`src/rtl/bcd2bin_pkg.sv`:
```
// Shared constants and FSM encoding for the bcd2bin converter.
// Optional input-digit checking is enabled with BCD2BIN_CHECK_EN.
package bcd2bin_pkg;

    localparam int NDIG_DEF  = 6;
    localparam int BIN_W_DEF = 20;

    typedef enum logic [1:0] {
        S_IDLE = 2'd0,
        S_OP   = 2'd1,
        S_DONE = 2'd2
    } state_t;

    function automatic logic digit_bad(input logic [3:0] d);
        return d > 4'd9;
    endfunction

endpackage

```
`src/rtl/bcd2bin_if.sv`:
```
// start/ready/done_tick handshake bundle for bcd2bin.
// The master drives start and bcd; the slave returns the result.
interface bcd2bin_if
    import bcd2bin_pkg::*;
#(
    parameter int NDIG  = NDIG_DEF,
    parameter int BIN_W = BIN_W_DEF
);

    logic              start;
    logic [4*NDIG-1:0] bcd;
    logic              ready;
    logic              done_tick;
    logic [BIN_W-1:0]  bin;
    logic              err;

    modport master (
        output start, bcd,
        input  ready, done_tick, bin, err
    );

    modport slave (
        input  start, bcd,
        output ready, done_tick, bin, err
    );

endinterface

```
`src/rtl/bcd_digit_adj.sv`:
```
// One BCD digit correction step of reverse double-dabble:
// a shifted digit of 8 or more gets 3 subtracted.
module bcd_digit_adj (
    input  logic [3:0] din,
    output logic [3:0] dout
);

    assign dout = din[3] ? din - 4'd3 : din;

endmodule

```
`src/rtl/bcd2bin.sv`:
```
// Iterative BCD-to-binary converter (reverse double-dabble).
// Define BCD2BIN_CHECK_EN to reject inputs with digits above 9.
module bcd2bin
    import bcd2bin_pkg::*;
#(
    parameter int NDIG  = NDIG_DEF,
    parameter int BIN_W = BIN_W_DEF
) (
    input logic       clk,
    input logic       rst_n,
    bcd2bin_if.slave  bus
);

    localparam int CW = $clog2(BIN_W);
    localparam logic [CW-1:0] CNT_LAST = CW'(BIN_W - 1);

    state_t            state;
    state_t            state_nx;
    logic [4*NDIG-1:0] bcd_reg;
    logic [4*NDIG-1:0] bcd_sh;
    logic [4*NDIG-1:0] bcd_adj;
    logic [BIN_W-1:0]  bin_reg;
    logic [BIN_W-1:0]  bin_sh;
    logic [CW-1:0]     cnt;
    logic              accept;
    logic              bad;

    assign accept = (state == S_IDLE) && bus.start;

    // bcd_reg LSB falls into the binary MSB on each step
    assign bcd_sh = bcd_reg >> 1;
    assign bin_sh = {bcd_reg[0], bin_reg[BIN_W-1:1]};

    for (genvar g = 0; g < NDIG; g++) begin : g_adj
        bcd_digit_adj u_adj (
            .din  (bcd_sh[4*g +: 4]),
            .dout (bcd_adj[4*g +: 4])
        );
    end

`ifdef BCD2BIN_CHECK_EN
    logic err_reg;

    always_comb begin
        bad = 1'b0;
        for (int i = 0; i < NDIG; i++) begin
            if (digit_bad(bus.bcd[4*i +: 4])) bad = 1'b1;
        end
    end

    always_ff @(posedge clk or negedge rst_n) begin
        if (!rst_n) begin
            err_reg <= 1'b0;
        end else if (accept) begin
            err_reg <= bad;
        end
    end

    assign bus.err = err_reg;
`else
    assign bad     = 1'b0;
    assign bus.err = 1'b0;
`endif

    always_ff @(posedge clk or negedge rst_n) begin
        if (!rst_n) begin
            state <= S_IDLE;
        end else begin
            state <= state_nx;
        end
    end

    always_comb begin
        state_nx = state;
        unique case (state)
            S_IDLE: begin
                if (bus.start) state_nx = bad ? S_DONE : S_OP;
            end
            S_OP: begin
                if (cnt == '0) state_nx = S_DONE;
            end
            S_DONE:  state_nx = S_IDLE;
            default: state_nx = S_IDLE;
        endcase
    end

    always_comb begin
        bus.ready     = (state == S_IDLE);
        bus.done_tick = (state == S_DONE);
    end

    always_ff @(posedge clk or negedge rst_n) begin
        if (!rst_n) begin
            bcd_reg <= '0;
            bin_reg <= '0;
            cnt     <= '0;
        end else if (accept) begin
            bcd_reg <= bus.bcd;
            bin_reg <= '0;
            cnt     <= CNT_LAST;
        end else if (state == S_OP) begin
            bcd_reg <= bcd_adj;
            bin_reg <= bin_sh;
            if (cnt != '0) cnt <= cnt - CW'(1);
        end
    end

    assign bus.bin = bin_reg;

endmodule

```
`src/flat_wrapper.sv`:
```
// flat-port wrapper written by rule: the top's interface ports become plain ports
module bcd2bin_flat import bcd2bin_pkg::*;
#(
    parameter int NDIG  = NDIG_DEF,
    parameter int BIN_W = BIN_W_DEF
)
  (clk, rst_n, bus_start, bus_bcd, bus_ready, bus_done_tick, bus_bin, bus_err);
  bcd2bin_if #(.NDIG(NDIG), .BIN_W(BIN_W)) bus_i ();
  input logic clk;
  input logic rst_n;
  input wire logic [$bits(bus_i.start)-1:0] bus_start;
  input wire logic [$bits(bus_i.bcd)-1:0] bus_bcd;
  output wire logic [$bits(bus_i.ready)-1:0] bus_ready;
  output wire logic [$bits(bus_i.done_tick)-1:0] bus_done_tick;
  output wire logic [$bits(bus_i.bin)-1:0] bus_bin;
  output wire logic [$bits(bus_i.err)-1:0] bus_err;
  assign bus_i.start = bus_start;
  assign bus_i.bcd = bus_bcd;
  assign bus_ready = bus_i.ready;
  assign bus_done_tick = bus_i.done_tick;
  assign bus_bin = bus_i.bin;
  assign bus_err = bus_i.err;
  bcd2bin #(.NDIG(NDIG), .BIN_W(BIN_W)) u_core (.clk(clk), .rst_n(rst_n), .bus(bus_i));
endmodule
```
`config.mk`:
```
export PLATFORM = sky130hd
export DESIGN_NAME = bcd2bin_flat
export DESIGN_NICKNAME = d
export VERILOG_FILES = /design/src/rtl/bcd2bin_pkg.sv /design/src/rtl/bcd2bin_if.sv /design/src/rtl/bcd_digit_adj.sv /design/src/rtl/bcd2bin.sv /design/src/flat_wrapper.sv
export SDC_FILE = /design/constraint.sdc
export NUM_CORES = 1
export LEC_CHECK = 0
export BUFFER_PORTS_ARGS = -buffer_cell sky130_fd_sc_hd__buf_2
export CORE_MARGIN = 1.5
export CORE_UTILIZATION = 33
export CTS_BUF_LIST = sky130_fd_sc_hd__clkbuf_16
export DETAILED_ROUTE_END_ITERATION = 10
export HOLD_SLACK_MARGIN = 0.02
export PLACE_DENSITY = 0.62
export SLEW_MARGIN = 20
export SYNTH_ARGS = -nofsm -noshare
export SYNTH_HDL_FRONTEND = slang
export SYNTH_SLANG_ARGS = --single-unit
```
`constraint.sdc`:
```
create_clock -name clk -period 2.8 [get_ports clk]
set_input_delay 0.14 -clock clk [delete_from_list [all_inputs] [get_ports clk]]
set_output_delay 0.14 -clock clk [all_outputs]
set_load 0.01 [all_outputs]
```
==> results of run 1 <==
final cells by class:
| cell class | count | area share, % |
|---|---|---|
| Clock buffer | 5 | 4.16 |
| Clock inverter | 3 | 0.499 |
| Inverter | 7 | 0.873 |
| Multi-Input combinational cell | 204 | 38.3 |
| Sequential cell | 51 | 42.4 |
| Tap cell | 102 | 4.24 |
| Timing Repair Buffer | 54 | 9.56 |
cell usage after synthesis (3+ instances only):
cell	n
nand2b_1	6
xor2_1	5
ha_1	6
nor2b_1	13
buf_2	10
buf_6	6
a31oi_1	3
a211oi_1	5
nand3_1	23
inv_1	7
o211ai_1	9
o21ai_0	11
nor2_1	11
nand4_1	5
dfrtp_1	51
nand3_2	5
a21oi_1	6
o21ai_1	12
nand2_1	66
xnor2_1	5
logic make-up (layout without fill, tap and decap cells):
group / after synthesis / count (layout)
buffers and inverters: 27 / 69
xor gates and xnor gates: 10 / 10
DFF: 51 / 51
and+or+nand+nor: 135 / 135
muxes: 2 / 2
other: 1 / 1
adders and majority gates: 6 / 6
AOI/OAI and AO/OA: 50 / 50
critical path: stages, from the launching register on:
cell	delay (ns)
dfrtp_1	0.50
or3b_2	0.81
buf_4	0.30
nand3_1	0.09
nand2_1	0.06
placed cells by master (no fill, tap or decap), types with 2 or more instances in the layout:
master	count
inv_1	7
o211ai_1	9
clkbuf_16	5
ha_1	6
a31oi_1	3
nand2_1	66
nand2b_1	5
buf_2	48
clkinv_1	2
nor3_1	2
nor2_1	11
a22oi_1	2
a211oi_1	5
o21ai_1	12
nand4_1	5
a21oi_1	6
xnor2_1	5
or3b_2	2
o21ai_0	11
nor2b_1	12
nand3_1	23
nand3_2	5
buf_4	5
mux2i_1	2
xor2_1	5
dfrtp_1	51
routing by layer:
layer  GRT usage (%)  part of all wire (%)
met3            3.35                   4.3
met5               0                     0
met1            19.5                    49
met4            4.17                  0.40
met2            21.8                    46
where the power goes:
part / internal [W] / total [W] / switching, W
Clock: 0.000325 / 0.000585 / 0.000260
Sequential: 0.00108 / 0.00142 / 0.000338
Combinational: 0.000661 / 0.00152 / 0.000860
path summary, 6_finish.rpt:
kind / to / from / depth (start not counted) / slack [ns]
setup / recovery: u_core.bus.bin[9]$_DFFE_PN0P_ / u_core.state[0]$_DFFE_PN0P_ / 4 / 0.91
hold / removal: u_core.bcd_reg[23]$_DFFE_PN0P_ / bus_bcd[23] / 3 / 0.05
setup reg to reg: u_core.bus.bin[9]$_DFFE_PN0P_ / u_core.state[0]$_DFFE_PN0P_ / 4 / 0.91
hold reg to reg: u_core.bus.bin[19]$_DFFE_PN0P_ / u_core.bcd_reg[0]$_DFFE_PN0P_ / 2 / 0.48
max in group asynchronous: u_core.bcd_reg[6]$_DFFE_PN0P_ / rst_n / 3 / 1.65
min in group asynchronous: u_core.bus.bin[9]$_DFFE_PN0P_ / rst_n / 2 / 0.39
what timing repair did:
item                                   CTS  global route
hold buffers                             1             0
endpoints found under the hold margin   26             0
buffers inserted                         0             0
per-stage QoR:
step	hold WS [ns]	util (%)	total power, W	setup WS, ns
detailed placement	0.177	37.4	0.00297	0.781
finish	0.0451	39.3	0.00353	0.906
floorplan	-0.156	-	0.00257	1.39
global route	0.0579	39.3	0.00385	0.799
CTS	0.0386	39.3	0.00357	0.741
global placement	0.184	37.4	0.00292	0.809
==> summary.txt, run 1 <==
Clock network
  • Reg clk slew, reported paths: 0.07 ns
  • Clock Tree Root: clkbuf_16
  • Skew-Pair Late Insertion Delay: about 0.29 ns
  • CTS tree: yes
  • Clk buf depth: 2
  • Cts bufs inserted: 5
  • Post-cts sizing count: 0
  • CTS Sinks: between 50 and 60
  • Htree depth: 2

Setup path
  • Critical Path End Type: register
  • Crit path kind: register to register
  • Startpoint Class: register
  • Arr. time, crit path: roughly 2.1 ns
  • Critical Path RT: a little under 3 ns
  • Crit Path Max Fanout: 30

Synthesis
  • Multiplexer share of the synthesized area: less than 1%
  • Post-synthesis adder-cell area fraction: 2.90%
  • #FFs+latches synth: ~50
  • Post-synthesis sequential area ratio: approximately half
  • Ys async rst share: 100%
  • Synthesized area: ~2600 sq um
  • Yosys top cell area share: 49.3%
  • Cells after synthesis: ~280
  • Mean post-synth cell area: around 9.2 sq um
  • Area leader, netlist: dfrtp_1
  • Mapped Nets: around 320
  • Post-synthesis compound-gate area fraction: 11.6%
  • Synth unique cells: 33
  • Leading post-synthesis cells by cell area: dfrtp_1, nand2_1, nand3_1, nor2b_1, ha_1
  • Commonest register cell after synthesis: dfrtp_1
  • Largest family of logic cells by synthesized area: simple AND/OR/NAND/NOR gates
  • Syn. warnings: 0
  • Post-synthesis xor/xnor area fraction: 3.39%
  • Post-synth EDFFs: 0
  • Synth Area in Simple Gates: approximately 25%

Final layout
  • Fill count: 791
  • Nets: 356
  • Number of diodes: 0
  • Area of the multi-input gates: between 1000 and 1500 sq um
  • Storage cell area: approximately 1300 sq um
  • Share of cells above drive strength 1: a little over a fifth
  • Area delta synth->final: 16.4%
  • Final Non-Filler Cells: 426
  • Final instance area: roughly 3000 sq um
  • Max reg flops: 24

Power
  • Power Density: 1170 nW/um^2
  • Worst vdd ir: between 0.0003 and 0.0004 V
  • Pleak: approximately 1.5 nW

Placement
  • Dpl cells: approximately 420
  • Post-DP HPWL: between 3 and 4 mm
  • Gpl congestion: between 0.7 and 0.8
  • Placed cell area: approximately 2900 sq um
  • I/O Buffers: 48

Floorplanning
  • Num rows: 32
  • Initial Utilization: approximately a third
  • Die H: roughly 92 um
  • Die Area: about 8400 sq um
  • IO Count: 50
  • Die Wd: 91.5 um
  • Core area: ~7600 sq um

Route
  • WL/cell: roughly 13 um
  • Via/cell ratio: between 4 and 5
  • Final wirelength: between 5 and 6 mm
  • Detail Route Antenna Nets: 0
  • DRC violation count after routing: 0
  • Drt pass-1 iters: 4
  • Drt initial violations: roughly 110
  • Vias: between 2000 and 2500

Timing
  • Fin crit share: between 60% and 70%
  • Max Clk Rate: 528 MHz
  • RSZ-0062 raised after global routing: no
  • Actual slew at the worst max-slew pin: between 0.6 and 0.7 ns
  • Total negative slack: 0 ns
  • Clk_skew: 0.00568 ns
  • Final setup vio count: 0
  • Slew margin rel.: between 50% and 60%
  • Fin. max-slew vios: 0
  • Final min period: about 1.9 ns
  • Hold Vio Cnt, Final: 0

Outcome
  • Status: finished clean

Global routing
  • Total track usage: ~14%
  • Largest net degree at the start of global routing: 38
  • Global route overflow: 0
  • Initial antenna violation count: 0
  • First-pass GRT wire length: ~9.6 mm
  • Vias in the first global route: just over 2000

Job
  • Max-cap viol count: 0

Min path
  • HP Class: primary input to register
(Power assumes the default switching activity.)
==> run 2, diff against run 1 <==
--- a/config.mk
+++ b/config.mk
@@ -11,7 +11,7 @@
 export CTS_BUF_LIST = sky130_fd_sc_hd__clkbuf_16
 export DETAILED_ROUTE_END_ITERATION = 10
 export HOLD_SLACK_MARGIN = 0.02
-export PLACE_DENSITY = 0.62
+export PLACE_DENSITY = 0.64
 export SLEW_MARGIN = 20
 export SYNTH_ARGS = -nofsm -noshare
 export SYNTH_HDL_FRONTEND = slang
==> constraint.sdc (replaced) <==
create_clock -name clk -period 1.62 [get_ports clk]
set_input_delay 0.081 -clock clk [delete_from_list [all_inputs] [get_ports clk]]
set_output_delay 0.081 -clock clk [all_outputs]
set_load 0.01 [all_outputs]
==> summary.txt, run 2 (synthesis results as in run 1) <==
Setup path
  • Arr. time, crit path: 1.63 ns (-0.44 ns)
  • Critical Path End Type: register
  • Startpoint Class: register
  • Critical Path RT: 1.79 ns (-1.19 ns)
  • Crit Path Max Fanout: 27 (-10%)
  • Crit path kind: register to register

Floorplanning
  • Die Wd: 91.5 um (unchanged)
  • IO Count: 50 (unchanged)
  • Num rows: 32 (unchanged)
  • Core area: 7650 sq um (unchanged)
  • Initial Utilization: 33.8% (unchanged)
  • Die H: 91.5 um (unchanged)
  • Die Area: 8380 sq um (unchanged)

Final layout
  • Number of diodes: 0 (unchanged)
  • Final Non-Filler Cells: 449 (+5.4%)
  • Most common cell after layout, fill and taps aside: nand2_1
  • Nets: 379 (+6.5%)
  • Most frequent cells in the layout: nand2_1, dfrtp_1, buf_2
  • Max reg flops: 24 (unchanged)
  • Share of cells above drive strength 1: 22.8% (+1.5 points)
  • Area delta synth->final: 26.6%
  • Final instance area: 3270 sq um (+8.8%)
  • Fill count: 761 (-3.8%)

Route
  • WL/cell: 12.3 um (-4.3%)
  • Final wirelength: 5.53 mm (+0.88%)
  • Via/cell ratio: 4.72 (-2.7%)
  • Vias: 2120 (+2.5%)
  • Drt initial violations: 150 (+39%)
  • Drt pass-1 iters: 4 (unchanged)
  • Detail Route Antenna Nets: 0 (unchanged)
  • DRC violation count after routing: 0 (unchanged)

Placement
  • I/O Buffers: 48 (unchanged)
  • Gpl congestion: 0.745 (+2.1%)
  • Dpl cells: 425 (+1.9%)
  • Placed cell area: 2960 sq um (+3.4%)
  • Post-DP HPWL: 3.73 mm (-0.31%)

Global routing
  • Vias in the first global route: 2098 (+2.0%)
  • Largest net degree at the start of global routing: 52 (+37%)
  • Global route overflow: 0 (unchanged)
  • First-pass GRT wire length: 9.51 mm (-0.50%)
  • Initial antenna violation count: 0 (unchanged)
  • Total track usage: 13.9% (-0.17 points)

Clock network
  • CTS tree: yes
  • Clk buf depth: 2 (unchanged)
  • Clock Tree Root: clkbuf_16
  • CTS Sinks: 51 (unchanged)
  • Htree depth: 2 (unchanged)
  • Cts bufs inserted: 5 (unchanged)
  • Reg clk slew, reported paths: 0.07 ns (about the same)
  • Skew-Pair Late Insertion Delay: 0.29 ns (about the same)

Power
  • Reg power frac: 38.1% (-2.2 points)
  • Internal cell power: 0.00381 W (+84%)
  • Power Density: 1960 nW/um^2 (+67%)
  • Comb pwr share: 45.1% (+2.0 points)
  • Switching power: 0.00260 W (+78%)
  • Clock share of power: 16.8% (+0.2 points)
  • Pleak: 1.58 nW (+8.7%)
  • Switching Fraction: 40.6% (-0.78 points)
  • Worst vdd ir: 0.000599 V (+90%)
  • Total power: 0.00641 W (+82%)

Timing
  • Final min period: 1.46 ns (-0.436 ns)
  • Hold Vio Cnt, Final: 0 (unchanged)
  • Hold slack: 0.0192 ns (-0.0258 ns)
  • Final setup vio count: 0 (unchanged)
  • RSZ-0062 raised after global routing: no
  • Fin crit share: 90.0% (+22 points)
  • Total negative slack: 0 ns (unchanged)
  • Clk_skew: 0.0101 ns (+0.00438 ns)
  • Max Clk Rate: 686 MHz (+30%)
  • Fin. max-slew vios: 0 (unchanged)

Job
  • Max-cap viol count: 0 (unchanged)

Outcome
  • Status: finished clean

Min path
  • HP Class: primary input to register
run 2: changes by cell type in the layout (fill, tap and decap cells not counted), moves of 2 or more:
cell	before	now
inv_6	0	2
dlygate4sd3_1	1	16
buf_12	0	3
clkinv_1	2	0
buf_4	5	10
run 2: layout make-up:
| cell class | count | area [sq um] | share of cell area (%) |
|---|---|---|---|
| sequential | 51 | 1280 | 39.0 |
| multi-input combinational | 204 | 1160 | 35.3 |
| timing repair buffer | 77 | 536 | 16.4 |
| tap | 102 | 128 | 3.90 |
| clock buffer | 5 | 125 | 3.82 |
| clock inverter | 3 | 26.3 | 0.802 |
| inverter | 7 | 26.3 | 0.802 |
run 2: worst max-delay path: stages (launching register included):
cell	delay (ns)
dfrtp_1	0.50
or3b_1	0.41
buf_4	0.23
o21ai_0	0.10
o21ai_0	0.09
run 2: worst paths after layout:
check                                              start                             end  slack (ns)  cells after the start
min in group asynchronous                          rst_n   u_core.bus.bin[1]$_DFFE_PN0P_        0.30                      3
min reg2reg                u_core.bcd_reg[0]$_DFFE_PN0P_  u_core.bus.bin[19]$_DFFE_PN0P_        0.47                      2
min                                           bus_bcd[4]   u_core.bcd_reg[4]$_DFFE_PN0P_        0.02                      3
max reg2reg                  u_core.state[1]$_DFFE_PN0P_   u_core.bcd_reg[0]$_DFFE_PN0P_        0.16                      4
max in group asynchronous                          rst_n   u_core.bus.bin[9]$_DFFE_PN0P_        1.06                      3
max                          u_core.state[1]$_DFFE_PN0P_   u_core.bcd_reg[0]$_DFFE_PN0P_        0.16                      4
run 2: what timing repair did:
item	in CTS	in global routing
endpoints found under the hold margin	66	0
hold buffers	16	0
setup endpoints to repair	0	1
gates resized for setup	0	1
buffers inserted	0	0
run 2: per-layer routing:
layer / share of wire, % / track usage, %
met1: 48 / 17.9
met2: 47 / 23.2
met3: 3.3 / 2.51
met4: 1.3 / 5.21
met5: 0 / 0
run 2: through the flow:
step                setup slack [ns]  utilization (%)
CTS                            0.130             42.7
global route                  0.0641             42.8
floorplan                      0.214                -
global placement               0.169             38.7
finish                         0.162             42.8
detailed placement             0.135             38.7
run 2: power groups by stage:
stage	logic (W)	clock network, W	registers, W
6_report	0.00289	0.00107	0.00244
5_1_grt	0.00329	0.00116	0.00253
4_1_cts	0.00292	0.00111	0.00244
3_5_place_dp	0.00289	0	0.00245
3_3_place_gp	0.00282	0	0.00244
2_1_floorplan	0.00204	0	0.00241
